[src/rtl/wb_arb_pkg.sv]
// Shared definitions for the two-master Wishbone arbiter.
//   arb_state_t  : arbiter FSM state (IDLE, GNT0, GNT1)
//   WB_ARB_CNT_W : width of the outstanding-request counter
package wb_arb_pkg;

  localparam int WB_ARB_CNT_W = 4;

  typedef enum logic [1:0] {
    IDLE = 2'd0,
    GNT0 = 2'd1,
    GNT1 = 2'd2
  } arb_state_t;

endpackage

[src/rtl/wb_if.sv]
// Pipelined Wishbone B4 bundle.
//   master modport : drives cyc/stb/we/sel/adr/dat_m2s, receives dat_s2m/ack/err/stall
//   slave  modport : the mirror image
interface wb_if;
  logic        cyc;
  logic        stb;
  logic        we;
  logic [3:0]  sel;
  logic [31:0] adr;
  logic [31:0] dat_m2s;
  logic [31:0] dat_s2m;
  logic        ack;
  logic        err;
  logic        stall;

  modport master (
    output cyc, stb, we, sel, adr, dat_m2s,
    input  dat_s2m, ack, err, stall
  );

  modport slave (
    input  cyc, stb, we, sel, adr, dat_m2s,
    output dat_s2m, ack, err, stall
  );
endinterface

[src/rtl/wb_outstanding_cnt.sv]
// Outstanding-request counter for the arbiter.
//   clk, rst : clock, asynchronous active-high reset
//   inc      : a request was accepted by the target this cycle
//   dec      : a response (ack or err) arrived this cycle
//   clr      : grant is being released; drop everything in flight
//   limit    : maximum number of requests allowed in flight
//   count    : current number of requests in flight
//   full     : count has reached limit
module wb_outstanding_cnt
  import wb_arb_pkg::*;
(
  input  logic                    clk,
  input  logic                    rst,
  input  logic                    inc,
  input  logic                    dec,
  input  logic                    clr,
  input  logic [WB_ARB_CNT_W-1:0] limit,
  output logic [WB_ARB_CNT_W-1:0] count,
  output logic                    full
);

  logic [WB_ARB_CNT_W-1:0] count_reg;
  logic [WB_ARB_CNT_W-1:0] count_next;

  always_comb begin
    count_next = count_reg;
    if (clr) begin
      count_next = '0;
    end else if (inc && !dec) begin
      if (count_reg != '1) begin
        count_next = count_reg + 1'b1;
      end
    end else if (dec && !inc) begin
      // A stray response with nothing in flight must not wrap the counter.
      if (count_reg != '0) begin
        count_next = count_reg - 1'b1;
      end
    end
  end

  always_ff @(posedge clk or posedge rst) begin
    if (rst) begin
      count_reg <= '0;
    end else begin
      count_reg <= count_next;
    end
  end

  assign count = count_reg;
  assign full  = (count_reg >= limit);

endmodule

[src/rtl/wb_arbiter_2x1.sv]
// Two-to-one pipelined Wishbone B4 arbiter.
//   clk, rst : clock, asynchronous active-high reset
//   m0       : requester 0 (instruction side), slave modport
//   m1       : requester 1 (data side), slave modport
//   s        : shared target, master modport
// Parameter MAX_OUTSTANDING (1..15) bounds accepted-but-unanswered requests
// per grant. Define WB_ARB_ROUND_ROBIN_EN to resolve simultaneous requests in
// favour of the master not granted last; otherwise m1 always wins.
module wb_arbiter_2x1
  import wb_arb_pkg::*;
#(
  parameter int MAX_OUTSTANDING = 4
) (
  input logic  clk,
  input logic  rst,
  wb_if.slave  m0,
  wb_if.slave  m1,
  wb_if.master s
);

  localparam logic [WB_ARB_CNT_W-1:0] LIMIT = WB_ARB_CNT_W'(MAX_OUTSTANDING);

  arb_state_t state_reg;
  arb_state_t state_next;

  logic                    pick1;
  logic                    inc;
  logic                    dec;
  logic                    clr;
  logic                    full;
  logic [WB_ARB_CNT_W-1:0] count;

  logic        s_cyc;
  logic        s_stb;
  logic        s_we;
  logic [3:0]  s_sel;
  logic [31:0] s_adr;
  logic [31:0] s_dat;
  logic        m0_stall;
  logic        m0_ack;
  logic        m0_err;
  logic [31:0] m0_dat;
  logic        m1_stall;
  logic        m1_ack;
  logic        m1_err;
  logic [31:0] m1_dat;

  // Tie-break when both masters request in the same IDLE cycle.
`ifdef WB_ARB_ROUND_ROBIN_EN
  logic last_reg;  // 1 = m1 was granted most recently

  always_ff @(posedge clk or posedge rst) begin
    if (rst) begin
      last_reg <= 1'b0;
    end else if (state_reg == IDLE && state_next == GNT0) begin
      last_reg <= 1'b0;
    end else if (state_reg == IDLE && state_next == GNT1) begin
      last_reg <= 1'b1;
    end
  end

  assign pick1 = ~last_reg;
`else
  assign pick1 = 1'b1;
`endif

  always_ff @(posedge clk or posedge rst) begin
    if (rst) begin
      state_reg <= IDLE;
    end else begin
      state_reg <= state_next;
    end
  end

  // Grants never hand over directly; dropping cyc always goes through IDLE.
  always_comb begin
    state_next = state_reg;
    case (state_reg)
      IDLE: begin
        if (m0.cyc && m1.cyc) begin
          state_next = pick1 ? GNT1 : GNT0;
        end else if (m0.cyc) begin
          state_next = GNT0;
        end else if (m1.cyc) begin
          state_next = GNT1;
        end
      end
      GNT0: if (!m0.cyc) state_next = IDLE;
      GNT1: if (!m1.cyc) state_next = IDLE;
      default: state_next = IDLE;
    endcase
  end

  // Bus steering. Anything not granted sees a stalled, silent bus, which
  // also discards responses that straggle in while IDLE.
  always_comb begin
    s_cyc    = 1'b0;
    s_stb    = 1'b0;
    s_we     = 1'b0;
    s_sel    = '0;
    s_adr    = '0;
    s_dat    = '0;
    m0_stall = 1'b1;
    m0_ack   = 1'b0;
    m0_err   = 1'b0;
    m0_dat   = '0;
    m1_stall = 1'b1;
    m1_ack   = 1'b0;
    m1_err   = 1'b0;
    m1_dat   = '0;
    case (state_reg)
      GNT0: begin
        s_cyc    = m0.cyc;
        s_stb    = m0.cyc & m0.stb & ~full;
        s_we     = m0.we;
        s_sel    = m0.sel;
        s_adr    = m0.adr;
        s_dat    = m0.dat_m2s;
        m0_stall = s.stall | full;
        m0_ack   = s.ack;
        m0_err   = s.err;
        m0_dat   = s.dat_s2m;
      end
      GNT1: begin
        s_cyc    = m1.cyc;
        s_stb    = m1.cyc & m1.stb & ~full;
        s_we     = m1.we;
        s_sel    = m1.sel;
        s_adr    = m1.adr;
        s_dat    = m1.dat_m2s;
        m1_stall = s.stall | full;
        m1_ack   = s.ack;
        m1_err   = s.err;
        m1_dat   = s.dat_s2m;
      end
      default: ;
    endcase
  end

  assign inc = s_stb & ~s.stall;
  assign dec = (state_reg != IDLE) & (s.ack | s.err);
  // Dropping cyc aborts the cycle: anything still in flight is forgotten.
  assign clr = ((state_reg == GNT0) && !m0.cyc) || ((state_reg == GNT1) && !m1.cyc);

  wb_outstanding_cnt u_cnt (
    .clk   (clk),
    .rst   (rst),
    .inc   (inc),
    .dec   (dec),
    .clr   (clr),
    .limit (LIMIT),
    .count (count),
    .full  (full)
  );

  assign s.cyc      = s_cyc;
  assign s.stb      = s_stb;
  assign s.we       = s_we;
  assign s.sel      = s_sel;
  assign s.adr      = s_adr;
  assign s.dat_m2s  = s_dat;
  assign m0.stall   = m0_stall;
  assign m0.ack     = m0_ack;
  assign m0.err     = m0_err;
  assign m0.dat_s2m = m0_dat;
  assign m1.stall   = m1_stall;
  assign m1.ack     = m1_ack;
  assign m1.err     = m1_err;
  assign m1.dat_s2m = m1_dat;

endmodule
[src/flat_wrapper.sv]
// flat-port wrapper written by rule: the top's interface ports become plain ports
module wb_arbiter_2x1_flat import wb_arb_pkg::*;
#(
  parameter int MAX_OUTSTANDING = 4
)
  (clk, rst, m0_cyc, m0_stb, m0_we, m0_sel, m0_adr, m0_dat_m2s, m0_dat_s2m, m0_ack, m0_err, m0_stall, m1_cyc, m1_stb, m1_we, m1_sel, m1_adr, m1_dat_m2s, m1_dat_s2m, m1_ack, m1_err, m1_stall, s_cyc, s_stb, s_we, s_sel, s_adr, s_dat_m2s, s_dat_s2m, s_ack, s_err, s_stall);
  wb_if m0_i ();
  wb_if m1_i ();
  wb_if s_i ();
  input logic clk;
  input logic rst;
  input wire logic [$bits(m0_i.cyc)-1:0] m0_cyc;
  input wire logic [$bits(m0_i.stb)-1:0] m0_stb;
  input wire logic [$bits(m0_i.we)-1:0] m0_we;
  input wire logic [$bits(m0_i.sel)-1:0] m0_sel;
  input wire logic [$bits(m0_i.adr)-1:0] m0_adr;
  input wire logic [$bits(m0_i.dat_m2s)-1:0] m0_dat_m2s;
  output wire logic [$bits(m0_i.dat_s2m)-1:0] m0_dat_s2m;
  output wire logic [$bits(m0_i.ack)-1:0] m0_ack;
  output wire logic [$bits(m0_i.err)-1:0] m0_err;
  output wire logic [$bits(m0_i.stall)-1:0] m0_stall;
  input wire logic [$bits(m1_i.cyc)-1:0] m1_cyc;
  input wire logic [$bits(m1_i.stb)-1:0] m1_stb;
  input wire logic [$bits(m1_i.we)-1:0] m1_we;
  input wire logic [$bits(m1_i.sel)-1:0] m1_sel;
  input wire logic [$bits(m1_i.adr)-1:0] m1_adr;
  input wire logic [$bits(m1_i.dat_m2s)-1:0] m1_dat_m2s;
  output wire logic [$bits(m1_i.dat_s2m)-1:0] m1_dat_s2m;
  output wire logic [$bits(m1_i.ack)-1:0] m1_ack;
  output wire logic [$bits(m1_i.err)-1:0] m1_err;
  output wire logic [$bits(m1_i.stall)-1:0] m1_stall;
  output wire logic [$bits(s_i.cyc)-1:0] s_cyc;
  output wire logic [$bits(s_i.stb)-1:0] s_stb;
  output wire logic [$bits(s_i.we)-1:0] s_we;
  output wire logic [$bits(s_i.sel)-1:0] s_sel;
  output wire logic [$bits(s_i.adr)-1:0] s_adr;
  output wire logic [$bits(s_i.dat_m2s)-1:0] s_dat_m2s;
  input wire logic [$bits(s_i.dat_s2m)-1:0] s_dat_s2m;
  input wire logic [$bits(s_i.ack)-1:0] s_ack;
  input wire logic [$bits(s_i.err)-1:0] s_err;
  input wire logic [$bits(s_i.stall)-1:0] s_stall;
  assign m0_i.cyc = m0_cyc;
  assign m0_i.stb = m0_stb;
  assign m0_i.we = m0_we;
  assign m0_i.sel = m0_sel;
  assign m0_i.adr = m0_adr;
  assign m0_i.dat_m2s = m0_dat_m2s;
  assign m0_dat_s2m = m0_i.dat_s2m;
  assign m0_ack = m0_i.ack;
  assign m0_err = m0_i.err;
  assign m0_stall = m0_i.stall;
  assign m1_i.cyc = m1_cyc;
  assign m1_i.stb = m1_stb;
  assign m1_i.we = m1_we;
  assign m1_i.sel = m1_sel;
  assign m1_i.adr = m1_adr;
  assign m1_i.dat_m2s = m1_dat_m2s;
  assign m1_dat_s2m = m1_i.dat_s2m;
  assign m1_ack = m1_i.ack;
  assign m1_err = m1_i.err;
  assign m1_stall = m1_i.stall;
  assign s_cyc = s_i.cyc;
  assign s_stb = s_i.stb;
  assign s_we = s_i.we;
  assign s_sel = s_i.sel;
  assign s_adr = s_i.adr;
  assign s_dat_m2s = s_i.dat_m2s;
  assign s_i.dat_s2m = s_dat_s2m;
  assign s_i.ack = s_ack;
  assign s_i.err = s_err;
  assign s_i.stall = s_stall;
  wb_arbiter_2x1 #(.MAX_OUTSTANDING(MAX_OUTSTANDING)) u_core (.clk(clk), .rst(rst), .m0(m0_i), .m1(m1_i), .s(s_i));
endmodule
[config.mk]
export PLATFORM = sky130hd
export DESIGN_NAME = wb_arbiter_2x1_flat
export DESIGN_NICKNAME = d
export VERILOG_FILES = /design/src/rtl/wb_arb_pkg.sv /design/src/rtl/wb_if.sv /design/src/rtl/wb_outstanding_cnt.sv /design/src/rtl/wb_arbiter_2x1.sv /design/src/flat_wrapper.sv
export SDC_FILE = /design/constraint.sdc
export NUM_CORES = 1
export LEC_CHECK = 0
export ABC_AREA = 1
export CORE_AREA = 2 2 124 126
export DETAILED_ROUTE_END_ITERATION = 10
export DIE_AREA = 0 0 126 128
export PLACE_DENSITY_LB_ADDON = 0.15
export RECOVER_POWER = 100
export SKIP_LAST_GASP = 1
export SYNTH_ARGS = -nofsm -noshare
export SYNTH_HDL_FRONTEND = slang
export SYNTH_HIERARCHICAL = 1
export SYNTH_SLANG_ARGS = --single-unit
[constraint.sdc]
create_clock -name clk -period 3.85 [get_ports clk]
set_input_delay 0.77 -clock clk [delete_from_list [all_inputs] [get_ports clk]]
set_output_delay 0.77 -clock clk [all_outputs]
set_load 0.01 [all_outputs]
==> impl_metrics.env <==
export IMPL_antennaDiodeCount=0
export IMPL_worstPathMaxFanout=36
export IMPL_required_ns=3.08
export IMPL_cp_end_kind="output port"
export IMPL_syn_to_final_growth_pct=149
export IMPL_largest_reg_flops=4
export IMPL_fin_cells=969
export IMPL_maxSlewViolCount=0
export IMPL_leakagePower_uw=0.00299
export IMPL_worst_skew_pair_late_latency_ns=0.23
export IMPL_drc_errors=0
export IMPL_root_buffer="clkbuf_16"
export IMPL_avgViaCountPerCell=4.02
export IMPL_powerDensity_mw_per_mm2=454
export IMPL_dr_pass1_iters=4
export IMPL_fin_crit_sh=0.871
export IMPL_ios=320
export IMPL_cts_reportedPaths_clkPinSlew_ns=0.03
export IMPL_drtAntennaViolNets=0
export IMPL_synth_top_area_share=0.363
export IMPL_post_route_min_period_ns=3.36
export IMPL_gr_total_overflow=0
export IMPL_grt_use_total=0.158
export IMPL_cts_buffers=3
export IMPL_relSlewSlack=0.357
export IMPL_cts_tree="yes"
export IMPL_routabilityCongestion=0.847
export IMPL_max_stage_delay_ns=0.63
export IMPL_wl_per_cell_um=14.3
export IMPL_fin_skew_ns=0.00168
export IMPL_vdd_drop_max_uv=276
export IMPL_cpMaxStageDelayCell="dlygate4sd3_1"
export IMPL_routed_wl_um=13900
export IMPL_grt_pass1_vias=3596
export IMPL_num_rows=45
export IMPL_setup_tns_ns=0
export IMPL_synth_area_leader_cell="nand2_1"
export IMPL_synth_cell_types=26
export IMPL_path_class="reg2out"
export IMPL_core_region_area_sq_mm=0.0149
export IMPL_maxCapViolations=0
export IMPL_grt_pass1_wl_um=20600
export IMPL_layout_nets=973
export IMPL_dp_cells=966
export IMPL_status="finished clean"
export IMPL_clockBufferDepth=2
export IMPL_cts_hold_fix_buffers=0
export IMPL_cts_setup_buffers=0
export IMPL_die_width_um=126
export IMPL_cts_resized=0
export IMPL_h_tree_depth=1
export IMPL_hpwlAfterDp_um=11600
export IMPL_io_buffers=319
export IMPL_start_util=0.155
export IMPL_grt_max_degree=65
export IMPL_rsz0062_at_grt="no"
export IMPL_cp_arrival_ns=2.59
export IMPL_antenna_found_initial=0
export IMPL_drtIter0Drc=163
export IMPL_cts_sinks=6
export IMPL_drive_above_1_share=0.0525
export IMPL_ys_top_cells_by_area="nand2_1, inv_1, a21oi_1"
export IMPL_hold_viol=0
export IMPL_max_freq_mhz=298
export IMPL_setup_viol=0
export IMPL_ys_ff_latch=6
export IMPL_die_area_sq_mm=0.0161
export IMPL_vias=3897
export IMPL_worst_pin_slew_ns=0.965
export IMPL_syn_inst=479
export IMPL_crit_chain="inv_1 -> ha_4 -> clkbuf_2 -> nand2_1 -> a21oi_1 -> dlygate4sd3_1"
export IMPL_die_h_um=128
export IMPL_syn_avg_cell_area_sq_um=4.82
export IMPL_hold_path_class="reg2reg"
export IMPL_critPathLaunchType="flip-flop"
export IMPL_ys_warn_count=6
export IMPL_syn_area_sq_mm=0.00231
export IMPL_seq_area_frac_synth=0.0650
==> worst max-delay path, delay by kind of cell (launching register included) <==
| family | cells | cell delay [ns] |
|---|---|---|
| AO/OA/AOI/OAI | 1 | 0.18 |
| adder cells (fa/ha/maj) | 1 | 0.47 |
| buffers and inverters | 3 | 1.20 |
| flip-flops | 1 | 0.40 |
| AND/OR/NAND/NOR | 1 | 0.10 |
==> placed cells by master, fill, tap and decap left out <==
master           count
nand2_1            223
clkdlybuf4s50_1    187
dlygate4sd3_1      132
inv_1               88
a21oi_1             62
nand2_2             12
nor2_1              11
a21oi_2             10
ha_1                 8
nand3_1              7
dfrtp_1              6
buf_4                4
nand4_1              4
conb_1               4
clkbuf_16            3
inv_2                3
buf_12               3
o21ai_0              2
nand3b_1             1
nor3_1               1
ha_2                 1
ha_4                 1
clkbuf_2             1
clkbuf_1             1
nand3_2              1
nand3_4              1
xor2_1               1
o211ai_1             1
o21ai_2              1
fa_1                 1
==> per-stage QoR <==
| step | power, uW | util | hold WS (ns) | setup WS (ns) | cell area [sq um] |
|---|---|---|---|---|---|
| CTS | 2810 | 0.388 | 0.535 | 0.663 | 5770 |
| detailed placement | 2630 | 0.383 | 0.526 | 0.887 | 5690 |
| global placement | 2600 | 0.383 | 0.529 | 0.920 | 5690 |
| floorplan | 1390 | - | 0.469 | 1.61 | 2320 |
| finish | 2610 | 0.387 | 0.540 | 0.495 | 5760 |
| global route | 2870 | 0.387 | 0.577 | 0.283 | 5760 |
==> area by class of cell <==
type / count / area [sq um]
Inverter: 91 / 342
Tap cell: 188 / 235
Fill cell: 1580 / 9110
Timing Repair Buffer: 328 / 3290
Multi-Input combinational cell: 353 / 1660
Clock buffer: 3 / 75.1
Sequential cell: 6 / 150
==> kinds of logic after synthesis <==
kind of cell    after synthesis  synth area share
simple gates                261             0.459
buf+inv                     122             0.223
compound gates               76             0.184
fa+ha+maj                    11            0.0629
flops                         6            0.0650
other cells                   2           0.00325
xor+xnor                      1           0.00379
==> per-layer routing <==
layer | share of wire | vias up | global-route usage
met5 | 0 | - | 0
met4 | 0.011 | 0 | 0.0226
met3 | 0.065 | 12 | 0.0296
met2 | 0.52 | 159 | 0.299
met1 | 0.40 | 1702 | 0.188
li1 | - | 2024 | -
==> worst paths after layout <==
| kind | from | end | slack, ns | depth (start not counted) |
|---|---|---|---|---|
| max in group asynchronous | rst | u_core/u_cnt/count[1] | 2.80 | 2 |
| max | u_core/state_reg[1] | s_adr[3] | 0.49 | 6 |
| max reg2reg | u_core/u_cnt/count[0] | u_core/u_cnt/count[3] | 1.12 | 15 |
| min in group asynchronous | rst | u_core/state_reg[0] | 0.87 | 2 |
| min reg2reg | u_core/state_reg[1] | u_core/state_reg[1] | 0.54 | 2 |
| min | u_core/state_reg[1] | u_core/state_reg[1] | 0.54 | 2 |
==> power breakdown <==
part | internal, uW | switching, uW
combinational | 1030 | 1270
sequential | 94.4 | 46.9
clock | 133 | 36.9
==> synthesized netlist by cell type <==
library cell,instances
nand3b_1,1
nand2_2,12
nand4_1,4
o21ai_0,1
nand3_1,7
conb_1,2
o21ai_2,1
nand3_2,1
nand2_1,223
xor2_1,1
o211ai_1,1
fa_1,1
inv_1,87
buf_4,2
a21oi_2,10
ha_1,10
buf_6,3
nor2_1,11
buf_2,21
dfrtp_1,6
inv_2,4
a21oi_1,62
clkbuf_1,5
o21ai_1,1
nand3_4,1
nor3_2,1
Power figures use the tool's default switching activity.
